<file path="src/rtl/ternary_matvec_pkg.sv">
// Shared types and helpers for the ternary matrix-vector stage.
// Fixed-point elements, ternary weights and the saturating accumulator narrowing.
package ternary_matvec_pkg;

  localparam int D                   = 4;
  localparam int FixedPointPrecision = 8;
  localparam int FixedPointMax       = 127;
  localparam int FixedPointMin       = -128;
  localparam int MatvecAccWidth      = FixedPointPrecision + $clog2(D) + 1;
  localparam int ColWidth            = (D > 1) ? $clog2(D) : 1;

  typedef logic signed [FixedPointPrecision-1:0] fixed_point_t;
  typedef fixed_point_t [D-1:0]                  vector_t;
  typedef logic signed [1:0]                     ternary_t;
  typedef ternary_t [D-1:0][D-1:0]               ternary_matrix_t;
  typedef logic signed [MatvecAccWidth-1:0]      acc_t;
  typedef logic [ColWidth-1:0]                   col_t;

  localparam ternary_t TernaryPos  = 2'sb01;
  localparam ternary_t TernaryNeg  = 2'sb11;
  localparam ternary_t TernaryZero = 2'sb00;

  function automatic fixed_point_t sat_to_fixed(acc_t a);
    if (a > acc_t'(FixedPointMax)) return fixed_point_t'(FixedPointMax);
    if (a < acc_t'(FixedPointMin)) return fixed_point_t'(FixedPointMin);
    return fixed_point_t'(a);
  endfunction

endpackage

</file>
<file path="src/rtl/ternary_mac_lane.sv">
// One row accumulator: adds +x, -x or nothing per cycle depending on the ternary weight.
// acc presents the running sum including the current cycle's term.
module ternary_mac_lane
  import ternary_matvec_pkg::*;
(
  input  logic         clk_i,
  input  logic         rst_ni,
  input  logic         clear,
  input  logic         en,
  input  ternary_t     weight,
  input  fixed_point_t x,
  output acc_t         acc
);

  acc_t acc_q;
  acc_t term;

  always_comb begin
    // NOTE: term gets a default before the case so no path leaves it unassigned (no latch).
    term = '0;
    case (weight)
      TernaryPos: term = acc_t'(x);
      TernaryNeg: term = -acc_t'(x);
      default:    term = '0;  // zero and the illegal 2'b10 code
    endcase
  end

  assign acc = en ? acc_q + term : acc_q;

  // NOTE: sequential state uses non-blocking assignments so all flops update together.
  always_ff @(posedge clk_i) begin
    if (!rst_ni)    acc_q <= '0;
    else if (clear) acc_q <= '0;
    else if (en)    acc_q <= acc;
  end

endmodule

</file>
<file path="src/rtl/ternary_matvec.sv">
// Column-serial ternary matrix-vector multiply y = W*x with valid/ready on both sides.
// One column of W is applied per cycle to all rows; the result saturates to fixed point.
module ternary_matvec
  import ternary_matvec_pkg::*;
(
  input  logic            clk_i,
  input  logic            rst_ni,
  input  logic            in_valid_i,
  output logic            in_ready_o,
  input  vector_t         x_i,
  input  ternary_matrix_t w_i,
  output logic            out_valid_o,
  input  logic            out_ready_i,
  output vector_t         y_o
);

  localparam logic [1:0] IDLE    = 2'd0;
  localparam logic [1:0] COMPUTE = 2'd1;
  localparam logic [1:0] DONE    = 2'd2;

  logic [1:0]      state_q;
  col_t            col_q;
  vector_t         x_q;
  ternary_matrix_t w_q;
  vector_t         y_q;
  acc_t            lane_acc [D];

  logic accept;
  logic last_col;

  assign accept   = (state_q == IDLE) && in_valid_i;
  assign last_col = (col_q == col_t'(D - 1));

  for (genvar i = 0; i < D; i++) begin : g_lane
    ternary_mac_lane u_lane (
      .clk_i  (clk_i),
      .rst_ni (rst_ni),
      .clear  (accept),
      .en     (state_q == COMPUTE),
      .weight (w_q[i][col_q]),
      .x      (x_q[col_q]),
      .acc    (lane_acc[i])
    );
  end

  // NOTE: operand registers are not reset; they are always loaded on accept before being read.
  always_ff @(posedge clk_i) begin
    if (accept) begin
      x_q <= x_i;
      w_q <= w_i;
    end
  end

  always_ff @(posedge clk_i) begin
    if (!rst_ni) begin
      state_q <= IDLE;
      col_q   <= '0;
      y_q     <= '0;
    end else begin
      case (state_q)
        IDLE: begin
          if (in_valid_i) begin
            col_q   <= '0;
            state_q <= COMPUTE;
          end
        end
        COMPUTE: begin
          col_q <= col_q + col_t'(1);
          if (last_col) begin
            for (int i = 0; i < D; i++) y_q[i] <= sat_to_fixed(lane_acc[i]);
            state_q <= DONE;
          end
        end
        DONE: begin
          if (out_ready_i) state_q <= IDLE;
        end
        default: state_q <= IDLE;
      endcase
    end
  end

  assign in_ready_o  = (state_q == IDLE);
  assign out_valid_o = (state_q == DONE);
  assign y_o         = y_q;

endmodule

</file>
<file path="config.mk">
export PLATFORM = sky130hd
export DESIGN_NAME = ternary_matvec
export DESIGN_NICKNAME = d
export VERILOG_FILES = /design/src/rtl/ternary_matvec_pkg.sv /design/src/rtl/ternary_mac_lane.sv /design/src/rtl/ternary_matvec.sv
export SDC_FILE = /design/constraint.sdc
export NUM_CORES = 1
export LEC_CHECK = 0
export BUFFER_PORTS_ARGS = -buffer_cell sky130_fd_sc_hd__buf_2
export CORE_MARGIN = 8
export CORE_UTILIZATION = 25
export DETAILED_ROUTE_END_ITERATION = 8
export HOLD_SLACK_MARGIN = 0.02
export PLACE_DENSITY_LB_ADDON = 0.3
export SLEW_MARGIN = 10
export SYNTH_ARGS = -nofsm -noshare
export SYNTH_HDL_FRONTEND = slang
export SYNTH_HIERARCHICAL = 1
export SYNTH_SLANG_ARGS = --single-unit
</file>
<file path="constraint.sdc">
create_clock -name clk_i -period 5.7 [get_ports clk_i]
set_clock_uncertainty 0.2 [all_clocks]
set_input_delay 0.285 -clock clk_i [delete_from_list [all_inputs] [get_ports clk_i]]
set_output_delay 0.285 -clock clk_i [all_outputs]
set_load 0.01 [all_outputs]
</file>
==> results.md <==
- CP max stage cell: mux4_2
- Min Clock Period, post-route: between 5 and 6 ns
- Clk_lat worst skew: between 0.4 and 0.5 ns
- Sink Count: ~140
- Hold-fix buffers, CTS: 65
- Register area share after synthesis: 0.418
- CTS resizes: 0
- Crit. End Element: flop
- Largest area contributor in the netlist: edfxtp_1
- Top area cells in the synthesized netlist: edfxtp_1 (23%), dfxtp_1 (19%), ha_1 (6.7%)
- Critical path fanouts, max: 14
- Routed WL per cell: between 15 and 20 um
- Setup bufs post-CTS: 0
- Family with the most delay on the worst path: compound AO/OA/AOI/OAI gates
- Syn Area/Cell: about 11 um2
- Worst hold path type: primary input to flop
- Post-Syn Area: 0.00843 mm2
- ANT cells: 0
- Register Area: around 0.0035 mm2
- Rows: 67
- FF-to-FF setup slack: about 0.62 ns
- Hold Crit Endpoint: state_q[1]
- Area of the multi-input gates: about 0.0046 mm2
- Critical Path RT: roughly 5.8 ns
- Setup-failing EPs final: 0
- Routed wire length: 21800 um
- Initial antenna violation count: 0
- Worst-path clk slew: approximately 0.070 ns
- CTS Buffer Depth: 2
- Final Cycle Share: 0.891
- Worst hold stages: 3
- Clock share of power: 0.373
- Seq pwr share: 0.384
- Status: completed
- Worst EP arrival: just over 5 ns
- DRT antenna net count: 0
- Primary FF master, synth: dfxtp_1
- WP depth: 15
- Count of different cell masters after synthesis: 58
- Global placement routability congestion: around 0.80
- WL met3: 894 um
- Die Span Y: between 150 and 200 um
- DP Wirelength: 15600 um
- Max Freq: roughly 200 MHz
- PortBufs: roughly 100
- Most used cell, CP: a21oi_1
- Slew HR: 0.287
- DR WL met2: ~9400 um
- Fin area: 0.0107 mm2
- I/O pin count: ~100
- Pwr/cell area: between 200 and 300 mW/mm2
- Grt ovf: 0
- Crit path largest cell delay: about 0.72 ns
- GRT Total Usage: 0.111
- Internal power: 2110 uW
- Initial Utilization: 0.253
- R2r startpoint: col_q[0]
- Slew @ Worst Pin: 1.07 ns
- Sw Share: 0.297
- Worst-path cell chain: buf_4 > mux4_2 > or4_4 > o41ai_1 > nor2_1 > o21a_1 > ha_1 > a21oi_1 > nor2_1 > a211oi_1 > a21oi_1 > or3_1 > nand2_1 > a21oi_1 > a22o_1
- Chip width: between 150 and 200 um
- 1st-iter DRT viols: around 280
- Endpoints failing hold: 0
- Fin. max-slew vios: 0
- Max-cap viol count: 0
- Detailed-router iteration count before antenna repair: 5
- Synth warn: 6
- Cell count after synthesis: 776
- Net switching power: a little under 900 uW
- Synth top area share: 0.228
- Worst Hold Launch: out_ready_i
- DR DRC count: 0
- Seq cells post-synth: roughly 140
- H-tree depth: 4
- Average vias per placed instance: about 4.4
- Nets: between 1000 and 1500
- Leak: around 0.0044 uW
- Placed inst area: 0.00942 mm2
- CP Class: flop to flop
- Worst VDD drop: approximately 180 uV
- EDFF count, synth: 64
- R2r endpoint: y_o[22]
- Share of cells above drive strength 1: 0.235
- RSZ-0062 raised after global routing: no
- Crit path launch type: flop
- Top Metal Used: met4
- Core region area: 0.0334 mm2
- Post-synth ARST share: 0
- Via count: 6171
- CTS tree: built
- Fillers: between 3000 and 4000
- Area growth from synthesis to layout: 26.5%
- Die area: 0.0399 mm2
- Setup TNS: 0 ns
- WP buf/inv: 1
- Share of total power in combinational logic: 0.242
- Metal-1 WL: 11300 um
- Root Buffer: clkbuf_16
- Largest net degree at the start of global routing: 67
- R2r worst-path depth: 15
- Clock buffer count from CTS: 17
- First-pass GRT wire length: roughly 35000 um
- Core Util, Final: 0.320
- Syn Nets: 893
- Number of global-route vias before repair: about 6300
[worst max path at each step]
stage	startpoint	to	slack, ns
4_1_cts	col_q[0]	y_o[19]	0.62
3_3_place_gp	col_q[0]	y_o[22]	0.74
3_5_place_dp	col_q[1]	y_o[22]	0.64
6_report	col_q[0]	y_o[22]	0.62
5_1_grt	col_q[0]	y_o[22]	0.09
2_1_floorplan	col_q[0]	y_o[22]	0.74
[cell type report]
| type | count | area share |
|---|---|---|
| Inverter | 26 | 0.00915 |
| Multi-Input combinational cell | 574 | 0.436 |
| Timing Repair Buffer | 176 | 0.117 |
| Clock buffer | 21 | 0.0472 |
| Sequential cell | 144 | 0.330 |
| Clock inverter | 11 | 0.00856 |
| Tap cell | 448 | 0.0526 |
[routing by layer]
layer | vias up | global-route usage
met5 | - | 0
met4 | 0 | 0.0294
met1 | 2872 | 0.156
met3 | 9 | 0.0256
li1 | 3155 | -
met2 | 135 | 0.168
[worst reg2reg max path, stage by stage, from the launching register on]
cell	delay (ns)
dfxtp_1	0.33
buf_4	0.29
mux4_2	0.72
or4_4	0.61
o41ai_1	0.33
nor2_1	0.10
o21a_1	0.20
ha_1	0.36
a21oi_1	0.25
nor2_1	0.07
a211oi_1	0.29
a21oi_1	0.13
or3_1	0.38
nand2_1	0.22
a21oi_1	0.22
a22o_1	0.24
[stage by stage]
| step | total power [uW] | hold slack (ns) | std cells | setup slack [ns] |
|---|---|---|---|---|
| after floorplan | 1700 | 0.184 | 776 | 0.741 |
| after CTS | 3030 | 0.0304 | 1400 | 0.618 |
| after global routing | 3160 | 0.0480 | 1400 | 0.0855 |
| final | 3000 | 0.0507 | 1400 | 0.620 |
| after detailed placement | 1870 | 0.262 | 1303 | 0.637 |
| after global placement | 1860 | 0.259 | 1303 | 0.740 |
[cells by family after synthesis]
family	share of synthesized area
AND/OR/NAND/NOR	0.152
AO/OA/AOI/OAI	0.179
flip-flops	0.418
buffers and inverters	0.0322
XOR/XNOR	0.0550
multiplexers	0.0874
adder cells (fa/ha/maj)	0.0763
[registers in the layout (all words and copies together), names as in the netlist]
register and count:
g_lane.u_lane/acc_q 44, w_q 32, col_q 2, x_q 32
y_o 32, state_q 2
[power by group through the flow]
stage	Clock (uW)	Sequential, uW	Combinational (uW)
floorplan	0	1170	533
global placement	0	1180	689
detailed placement	0	1180	693
CTS	1150	1150	730
global route	1190	1160	810
finish	1120	1150	726
[placed cells by master, fill, tap and decap left out, types with 17 or more instances in the layout]
| master | Yosys | layout |
|---|---|---|
| a21o_1 | 20 | 20 |
| nor2_1 | 38 | 38 |
| a22o_1 | 28 | 28 |
| a21oi_1 | 44 | 44 |
| clkbuf_16 | 0 | 19 |
| o21ai_0 | 18 | 18 |
| dfxtp_1 | 80 | 80 |
| nand2_1 | 42 | 42 |
| nand2b_1 | 17 | 17 |
| inv_1 | 26 | 26 |
| buf_2 | 7 | 101 |
| edfxtp_1 | 64 | 64 |
| mux2_2 | 25 | 25 |
| ha_1 | 45 | 45 |
| and2_1 | 39 | 38 |
| nor2b_1 | 37 | 36 |
| xor2_1 | 17 | 17 |
| o21bai_1 | 31 | 31 |
| dlygate4sd3_1 | 0 | 65 |
| xnor2_1 | 36 | 36 |
[synth_stat cells (5+ instances only)]
cell type and instances:
mux2_2 25, o31ai_1 9, a22o_1 28, edfxtp_1 64, xor2_1 17, ha_1 45
mux4_2 16, a21oi_1 44, a21o_1 20, nor3_1 13, nand2_1 42, and2_1 39
dfxtp_1 80, o21a_1 12, mux2i_1 5, nand2b_1 17, a211oi_1 7, o21ai_0 18
o21bai_1 31, clkbuf_1 17, nor2b_1 37, inv_1 26, buf_2 7, a21oi_2 6
xnor2_1 36, nor2_1 38
Power figures use the tool's default switching activity.
